--- src/rtl/cordic_iter_ctrl.sv ---
`default_nettype none
// ============================================================================
// Module   : cordic_iter_ctrl
// Brief    : Sequencer that drives one CORDIC micro-rotation stage for
//            p_ITERATIONS clocks and returns the final vector over valid/ready.
// Revision : 1.0 - initial release
// ============================================================================
module cordic_iter_ctrl #(
  parameter int p_WIDTH      = 32,
  parameter int p_ITERATIONS = 16
) (
  input  logic               clk,
  input  logic               rstN,
  input  logic               inValid,
  output logic               inReady,
  input  logic [p_WIDTH-1:0] xIn,
  input  logic [p_WIDTH-1:0] yIn,
  input  logic [p_WIDTH-1:0] zIn,
  input  logic               circular,
  input  logic               vectoring,
  output logic               outValid,
  input  logic               outReady,
  output logic [p_WIDTH-1:0] xOut,
  output logic [p_WIDTH-1:0] yOut,
  output logic [p_WIDTH-1:0] zOut,
  output logic               overflow,
  output logic [p_WIDTH-1:0] xPrev,
  output logic [p_WIDTH-1:0] yPrev,
  output logic [p_WIDTH-1:0] zPrev,
  output logic [4:0]         shiftAmount,
  output logic [p_WIDTH-1:0] rotationAngle,
  output logic               rotationDir,
  output logic               rotationSystem,
  input  logic [p_WIDTH-1:0] xResult,
  input  logic [p_WIDTH-1:0] yResult,
  input  logic [p_WIDTH-1:0] zResult,
  input  logic               xOverflow,
  input  logic               yOverflow,
  input  logic               zOverflow
);

  typedef enum logic [1:0] {
    S_IDLE = 2'd0,
    S_RUN  = 2'd1,
    S_DONE = 2'd2
  } state_t;

  localparam logic [4:0] c_LAST_ITER = 5'(p_ITERATIONS - 1);

  // atan / atanh of 2^-s by odd-power series, scaled to Q3.(p_WIDTH-3).
  // atan(1) converges too slowly, so it is a literal.
  function automatic logic [p_WIDTH-1:0] f_angle(input int s, input bit circ);
    real t;
    real term;
    real sum;
    real scale;
    t = 1.0;
    for (int k = 0; k < s; k++) t = t / 2.0;
    sum = 0.0;
    if (s == 0) begin
      sum = circ ? 0.78539816339744830962 : 0.0;
    end else begin
      term = t;
      for (int k = 0; k < 40; k++) begin
        if (circ && (k % 2 == 1)) sum = sum - term / real'(2 * k + 1);
        else                      sum = sum + term / real'(2 * k + 1);
        term = term * t * t;
      end
    end
    scale = 1.0;
    for (int k = 0; k < p_WIDTH - 3; k++) scale = scale * 2.0;
    return p_WIDTH'(longint'(sum * scale));
  endfunction

  logic [p_WIDTH-1:0] w_romCirc [32];
  logic [p_WIDTH-1:0] w_romHyp  [32];

  for (genvar s = 0; s < 32; s++) begin : g_rom
    localparam logic [p_WIDTH-1:0] c_CIRC = f_angle(s, 1'b1);
    localparam logic [p_WIDTH-1:0] c_HYP  = f_angle(s, 1'b0);
    assign w_romCirc[s] = c_CIRC;
    assign w_romHyp[s]  = c_HYP;
  end

  state_t             r_state;
  state_t             w_nextState;
  logic               w_accept;
  logic               w_last;
  logic               w_repeatPoint;

  logic [p_WIDTH-1:0] r_x;
  logic [p_WIDTH-1:0] r_y;
  logic [p_WIDTH-1:0] r_z;
  logic [p_WIDTH-1:0] r_xOut;
  logic [p_WIDTH-1:0] r_yOut;
  logic [p_WIDTH-1:0] r_zOut;
  logic               r_circ;
  logic               r_vec;
  logic [4:0]         r_count;
  logic [4:0]         r_shift;
  logic               r_rep;
  logic               r_ovf;

  always_ff @(posedge clk or negedge rstN) begin
    if (!rstN) r_state <= S_IDLE;
    else       r_state <= w_nextState;
  end

  always_comb begin
    w_nextState = r_state;
    inReady     = 1'b0;
    outValid    = 1'b0;
    w_accept    = 1'b0;
    case (r_state)
      S_IDLE: begin
        inReady = 1'b1;
        if (inValid) begin
          w_accept    = 1'b1;
          w_nextState = S_RUN;
        end
      end
      S_RUN: begin
        if (w_last) w_nextState = S_DONE;
      end
      S_DONE: begin
        outValid = 1'b1;
        if (outReady) w_nextState = S_IDLE;
      end
      default: w_nextState = S_IDLE;
    endcase
  end

  assign w_last        = (r_count == c_LAST_ITER);
  // Hyperbolic convergence needs shifts 4 and 13 issued twice.
  assign w_repeatPoint = !r_circ && !r_rep && ((r_shift == 5'd4) || (r_shift == 5'd13));

  always_ff @(posedge clk or negedge rstN) begin
    if (!rstN) begin
      r_x     <= '0;
      r_y     <= '0;
      r_z     <= '0;
      r_xOut  <= '0;
      r_yOut  <= '0;
      r_zOut  <= '0;
      r_circ  <= 1'b0;
      r_vec   <= 1'b0;
      r_count <= '0;
      r_shift <= '0;
      r_rep   <= 1'b0;
      r_ovf   <= 1'b0;
    end else if (w_accept) begin
      r_x     <= xIn;
      r_y     <= yIn;
      r_z     <= zIn;
      r_circ  <= circular;
      r_vec   <= vectoring;
      r_count <= '0;
      r_shift <= circular ? 5'd0 : 5'd1;
      r_rep   <= 1'b0;
      r_ovf   <= 1'b0;
    end else if (r_state == S_RUN) begin
      r_x     <= xResult;
      r_y     <= yResult;
      r_z     <= zResult;
      r_ovf   <= r_ovf | xOverflow | yOverflow | zOverflow;
      r_count <= r_count + 5'd1;
      if (w_repeatPoint) begin
        r_rep <= 1'b1;
      end else begin
        r_rep   <= 1'b0;
        r_shift <= r_shift + 5'd1;
      end
      if (w_last) begin
        r_xOut <= xResult;
        r_yOut <= yResult;
        r_zOut <= zResult;
      end
    end
  end

  assign xOut           = r_xOut;
  assign yOut           = r_yOut;
  assign zOut           = r_zOut;
  assign overflow       = r_ovf;
  assign xPrev          = r_x;
  assign yPrev          = r_y;
  assign zPrev          = r_z;
  assign shiftAmount    = r_shift;
  assign rotationSystem = r_circ;
  assign rotationAngle  = r_circ ? w_romCirc[r_shift] : w_romHyp[r_shift];
  assign rotationDir    = r_vec ? r_y[p_WIDTH-1] : ~r_z[p_WIDTH-1];

endmodule
`default_nettype wire

--- config.mk ---
export PLATFORM = sky130hd
export DESIGN_NAME = cordic_iter_ctrl
export DESIGN_NICKNAME = d
export VERILOG_FILES = /design/src/rtl/cordic_iter_ctrl.sv
export SDC_FILE = /design/constraint.sdc
export NUM_CORES = 1
export LEC_CHECK = 0
export ABC_CLOCK_PERIOD_IN_PS = 1970
export BUFFER_PORTS_ARGS = -buffer_cell sky130_fd_sc_hd__buf_4
export CAP_MARGIN = 40
export CORE_MARGIN = 3
export CORE_UTILIZATION = 35
export DETAILED_ROUTE_END_ITERATION = 6
export PLACE_DENSITY_LB_ADDON = 0.1
export SETUP_SLACK_MARGIN = 0.2
export SKIP_CTS_REPAIR_TIMING = 1
export SLEW_MARGIN = 20
export SYNTH_ARGS = -nofsm -noshare
export SYNTH_HDL_FRONTEND = slang
export SYNTH_SLANG_ARGS = --single-unit
--- constraint.sdc ---
create_clock -name clk -period 1.97 [get_ports clk]
set_input_delay 0.394 -clock clk [delete_from_list [all_inputs] [get_ports clk]]
set_output_delay 0.394 -clock clk [all_outputs]
set_load 0.02 [all_outputs]
# After elaboration in Yosys (flattened, before gate mapping)
# Memory sizes are Yosys's and may differ from the RTL's.
# Cells that the tools add are included.
# classes
add_sub_neg	2
mul	0
div	0
magnitude_cmp	1
eq_ne	9
shift	0
mux	31
bitwise	6
reduce_logical	10
# op_table
cell	n
$mux W32	11
$mux W5	5
$mux W1	11
$add A5 B1 Y5 const B	2
$eq A5 B4 Y1 const B	2
$ne A2 B2 Y1 const B	4
$ge A6 B6 Y1 const B	1
$mux W2	3
$not A5 Y6	1
$pmux W2 S3	1
$reduce_and A3 Y1	2
$eq A5 B3 Y1 const B	1
$or A1 B1 Y1	3
$eq A2 B1 Y1 const B	1
$eq A2 B2 Y1 const B	1
$logic_and A1 B1 Y1	2
$logic_not A1 Y1	2
$logic_not A2 Y1	1
$not A1 Y1	2
$reduce_and A2 Y1	1
$reduce_bool A2 Y1	1
$logic_or A1 B1 Y1	1
# totals
reg_bits	208
latchBits	0
mem_bits_rw	0
romBits	2048
in_bits	201
output_inout_bits	234
word_cells	74
n_memories	2
# mem_list
memory	words	width	rd	rd_ports_with_merged_regs	wr	line	text
(name not given)	32	32	1	0	0	190	assign rotationAngle = r_circ ? w_romCirc[r_shift] : w_romHyp[r_shift];
(name not given)	32	32	1	0	0	190	

# Depth between registers and ports, before layout
# logic_depth
ltp_word	6
depth_mapped	7
depth_no_buf	6

# Least setup slack after synthesis
# Ideal clock, no wire load.
# synth_path
kind	reg2out
startpoint	register r_shift[0] (netlist: shiftAmount[0])
endpoint	output rotationAngle[18]
arrival_ps	2047
required_ps	1576
slack_ps	-471
stages_incl_launch_ff	7
path_buffers	1
path_cell_list	dfrtp_1 inv_1 ha_1 clkbuf_1 o21ai_0 o31ai_1 a211oi_1
# synth_via
elab_chain_cells	5
elab_cells_between_ends	8
cone_classes	mux (5); bitwise (1); memory (2)
# synth_rtl
item	line	text
start: declaration	100	logic [4:0] r_shift;
start signal: assignment	158	r_shift <= circular ? 5'd0 : 5'd1;
start signal: assignment	171	r_shift <= r_shift + 5'd1;
$not A5 Y6 (implied by the code) (*)	190	
$mem_v2 Z32 W32	n/a	
$mux W32 (implied by the code) (2 in series)	190	
$mux W32 (*)	190	
end: declaration	31	output logic [p_WIDTH-1:0] rotationAngle,
# Every way passes the cells marked *; elsewhere a longest branch is shown, timed or not. The select of a mux whose other input is x is not followed.

# Worst setup path after layout
# layout_path
startpoint	register r_shift[1] (netlist: shiftAmount[1])
endpoint	output rotationAngle[3]
# Same word-level chain as after synthesis.

==> results.sh <==
export IMPL_seq_area_um2=5215
export IMPL_dpl_instance_area_um2=13820
export IMPL_initial_core_util=0.3568
export IMPL_synth_cell_types=52
export IMPL_criticalPathCategory="register to primary output"
export IMPL_fp_dieH_um=172.0
export IMPL_die_w_um=172.0
export IMPL_die_area_um2=29580
export IMPL_clk_pin_slew_worst_paths_ns=0.07
export IMPL_diodes=0
export IMPL_coreArea_um2=27030
export IMPL_grt_pass1_wl_um=51020
export IMPL_clk_latency_ns=0.51
export IMPL_dr_pass1_iters=4
export IMPL_synthMuxAreaShare=0.1286
export IMPL_fin_util=0.5904
export IMPL_cellLeakagePower_nw=7.886
export IMPL_finalSetupViolCount=29
export IMPL_nets=1624
export IMPL_drc=0
export IMPL_critPathRequiredTime_ns=1.58
export IMPL_synth_compound_area_frac=0.1427
export IMPL_failed_checks="negative setup slack"
export IMPL_routedWlPerCell_um=20.99
export IMPL_grtUsageTotal=0.2182
export IMPL_layout_drive_gt1_share=0.5471
export IMPL_grt_overflow_total=0
export IMPL_first_iter_violations=531
export IMPL_hold_violations=0
export IMPL_p_seq_frac=0.253
export IMPL_syn_avg_cell_area_um2=10.68
export IMPL_stdcell_area_um2=15960
export IMPL_crit_arrival_ns=2.18
export IMPL_grt_pass1_vias=8891
export IMPL_clock_fmax_mhz=388.6
export IMPL_end_kind="primary output"
export IMPL_cts_sinks=208
export IMPL_final_cell_mix="buf_4 (474), nand2_1 (222), dfrtp_1 (200)"
export IMPL_multi_input_area_um2=4796
export IMPL_root_buffer="clkbuf_16"
export IMPL_ys_flop_type="dfrtp_1"
export IMPL_nFillCells=2316
export IMPL_ant_nets=0
export IMPL_drv_cap=0
export IMPL_synth_xor_area_frac=0.003633
export IMPL_irDropWorstVdd_mv=0.9706
export IMPL_status="finished with violations"
export IMPL_period_needed_ns=2.573
export IMPL_cp_start_kind="register"
export IMPL_synthToLayoutAreaGrowth_pct=65.46
export IMPL_grt_max_degree=68
export IMPL_io_pins=435
export IMPL_synth_area_um2=9643
export IMPL_fin_ws_ns=-0.6031
export IMPL_p_per_area_nw_per_um2=1851
export IMPL_finalCritPeriodShare=1.306
export IMPL_finalWirelength_um=37040
export IMPL_clockBufferDepth=3
export IMPL_antenna_found_initial=1
export IMPL_async_reset_ff_frac=1.000
export IMPL_netlist_instances=903
export IMPL_synthSimpleGateAreaFrac=0.1270
export IMPL_numCtsBuffers=24
export IMPL_place_gp_congestion=0.8751
export IMPL_via_per_inst=5.112
export IMPL_io_buffer_count=431
export IMPL_cp_max_fo=5
export IMPL_whs_ns=0.09149
export IMPL_ys_ff_latch=208
export IMPL_clkPwrFrac=0.144
export IMPL_hold_path_class="input port to register"
export IMPL_synth_fa_ha_area_frac=0.01687
export IMPL_power_switching_mw=12.38
export IMPL_power_frac_comb=0.603
export IMPL_rsz0062_at_grt="true"
export IMPL_cts_tree="done"
export IMPL_yosysSeqAreaShare=0.5398
export IMPL_final_common_cell="buf_4"
export IMPL_synth_top_family_by_area="compound AO/OA/AOI/OAI gates"
export IMPL_switching_share=0.4194
export IMPL_fin_skew_ns=0.01683
export IMPL_num_vias=9023
export IMPL_synth_edf_count=0
export IMPL_hpwl_um=24760
export IMPL_p_int_mw=17.14
export IMPL_h_tree_depth=1
export IMPL_yosys_warnings=0
export IMPL_dp_slack_ns=-0.04020
export IMPL_row_count=60
export IMPL_slew_violations=0
-- synthesized netlist by cell type (12+ instances only) --
cell type    n  area, um^2
ha_1        13       162.7
mux2_4      29       435.4
nor2_1      20       75.07
nand2b_1    13       81.33
inv_1       12       45.04
nand2_1    229       859.6
dfrtp_1    208        5205
a21oi_1     23       115.1
o21ai_0     24       120.1
buf_2       31       155.2
mux2_2      67       754.5
a22oi_1     97       728.2
clkbuf_1    27       101.4
-- path summary, 6_finish.rpt --
| kind | from | to | slack [ns] | cells after the start |
|---|---|---|---|---|
| worst min-delay path | yIn[14] | yPrev[14] | 0.09 | 3 |
| min in group asynchronous | rstN | xPrev[23] | 0.39 | 2 |
| worst min register to register | yPrev[19] | yPrev[19] | 0.47 | 2 |
| max in group asynchronous | rstN | yOut[12] | 0.96 | 3 |
| worst max-delay path | shiftAmount[1] | rotationAngle[3] | -0.60 | 8 |
| worst max register to register | shiftAmount[0] | shiftAmount[3] | 0.11 | 7 |
-- final cells by class --
class	instances	area share
well taps	341	0.02674
repair buffers	548	0.2955
multi-input cells	616	0.3006
clock buffers	34	0.04250
flip-flops and latches	208	0.3269
inverters	12	0.003529
clock inverters	6	0.004313
-- cell families (layout without fill, tap and decap cells) --
group                      after synthesis  in the layout
xor gates and xnor gates                 4              4
AOI/OAI and AO/OA                      197            197
other                                    1              3
DFF                                    208            208
buffers and inverters                   83            600
muxes                                  101            101
and+or+nand+nor                        296            298
adders and majority gates               13             13
-- critical path, stage by stage, from the launching register on --
cell and delay, ns:
dfrtp_2 0.47, inv_4 0.11, buf_6 0.10, ha_4 0.16, buf_6 0.12, nor3b_2 0.16
a21oi_1 0.07, o32ai_2 0.27, buf_4 0.21
-- metal layers --
layer / global-route usage / share of wire / wire (um)
met1: 0.2734 / 0.39 / 14550
met5: 0 / 0.00035 / 13
met4: 0.05345 / 0.024 / 886
met2: 0.3714 / 0.50 / 18510
met3: 0.06584 / 0.083 / 3085
-- metrics by stage --
stage	cells	setup TNS, ns	power [mW]
after floorplan	905	-0.06121	15.98
after global placement	1667	-0.04037	22.70
after detailed placement	1667	-0.1108	22.80
after CTS	1707	-15.09	27.21
after global routing	1765	-15.84	31.17
final	1765	-13.35	29.53
-- power by group through the flow --
stage                     Clock [mW]  Sequential [mW]  Combinational [mW]
after CTS                       4.42             7.44                15.4
after global placement             0             7.40                15.3
after floorplan                    0             9.62                6.37
after global routing            4.58             7.72                18.9
final                           4.26             7.46                17.8
after detailed placement           0             7.46                15.3
-- state kept, by name (all words and copies together), names as in the netlist --
register        cells
yPrev              32
zPrev              32
r_state             2
r_rep               1
overflow            1
zOut               32
r_vec               1
r_count             5
xPrev              32
xOut               32
shiftAmount         5
rotationSystem      1
yOut               32
(Power assumes the default switching activity.)
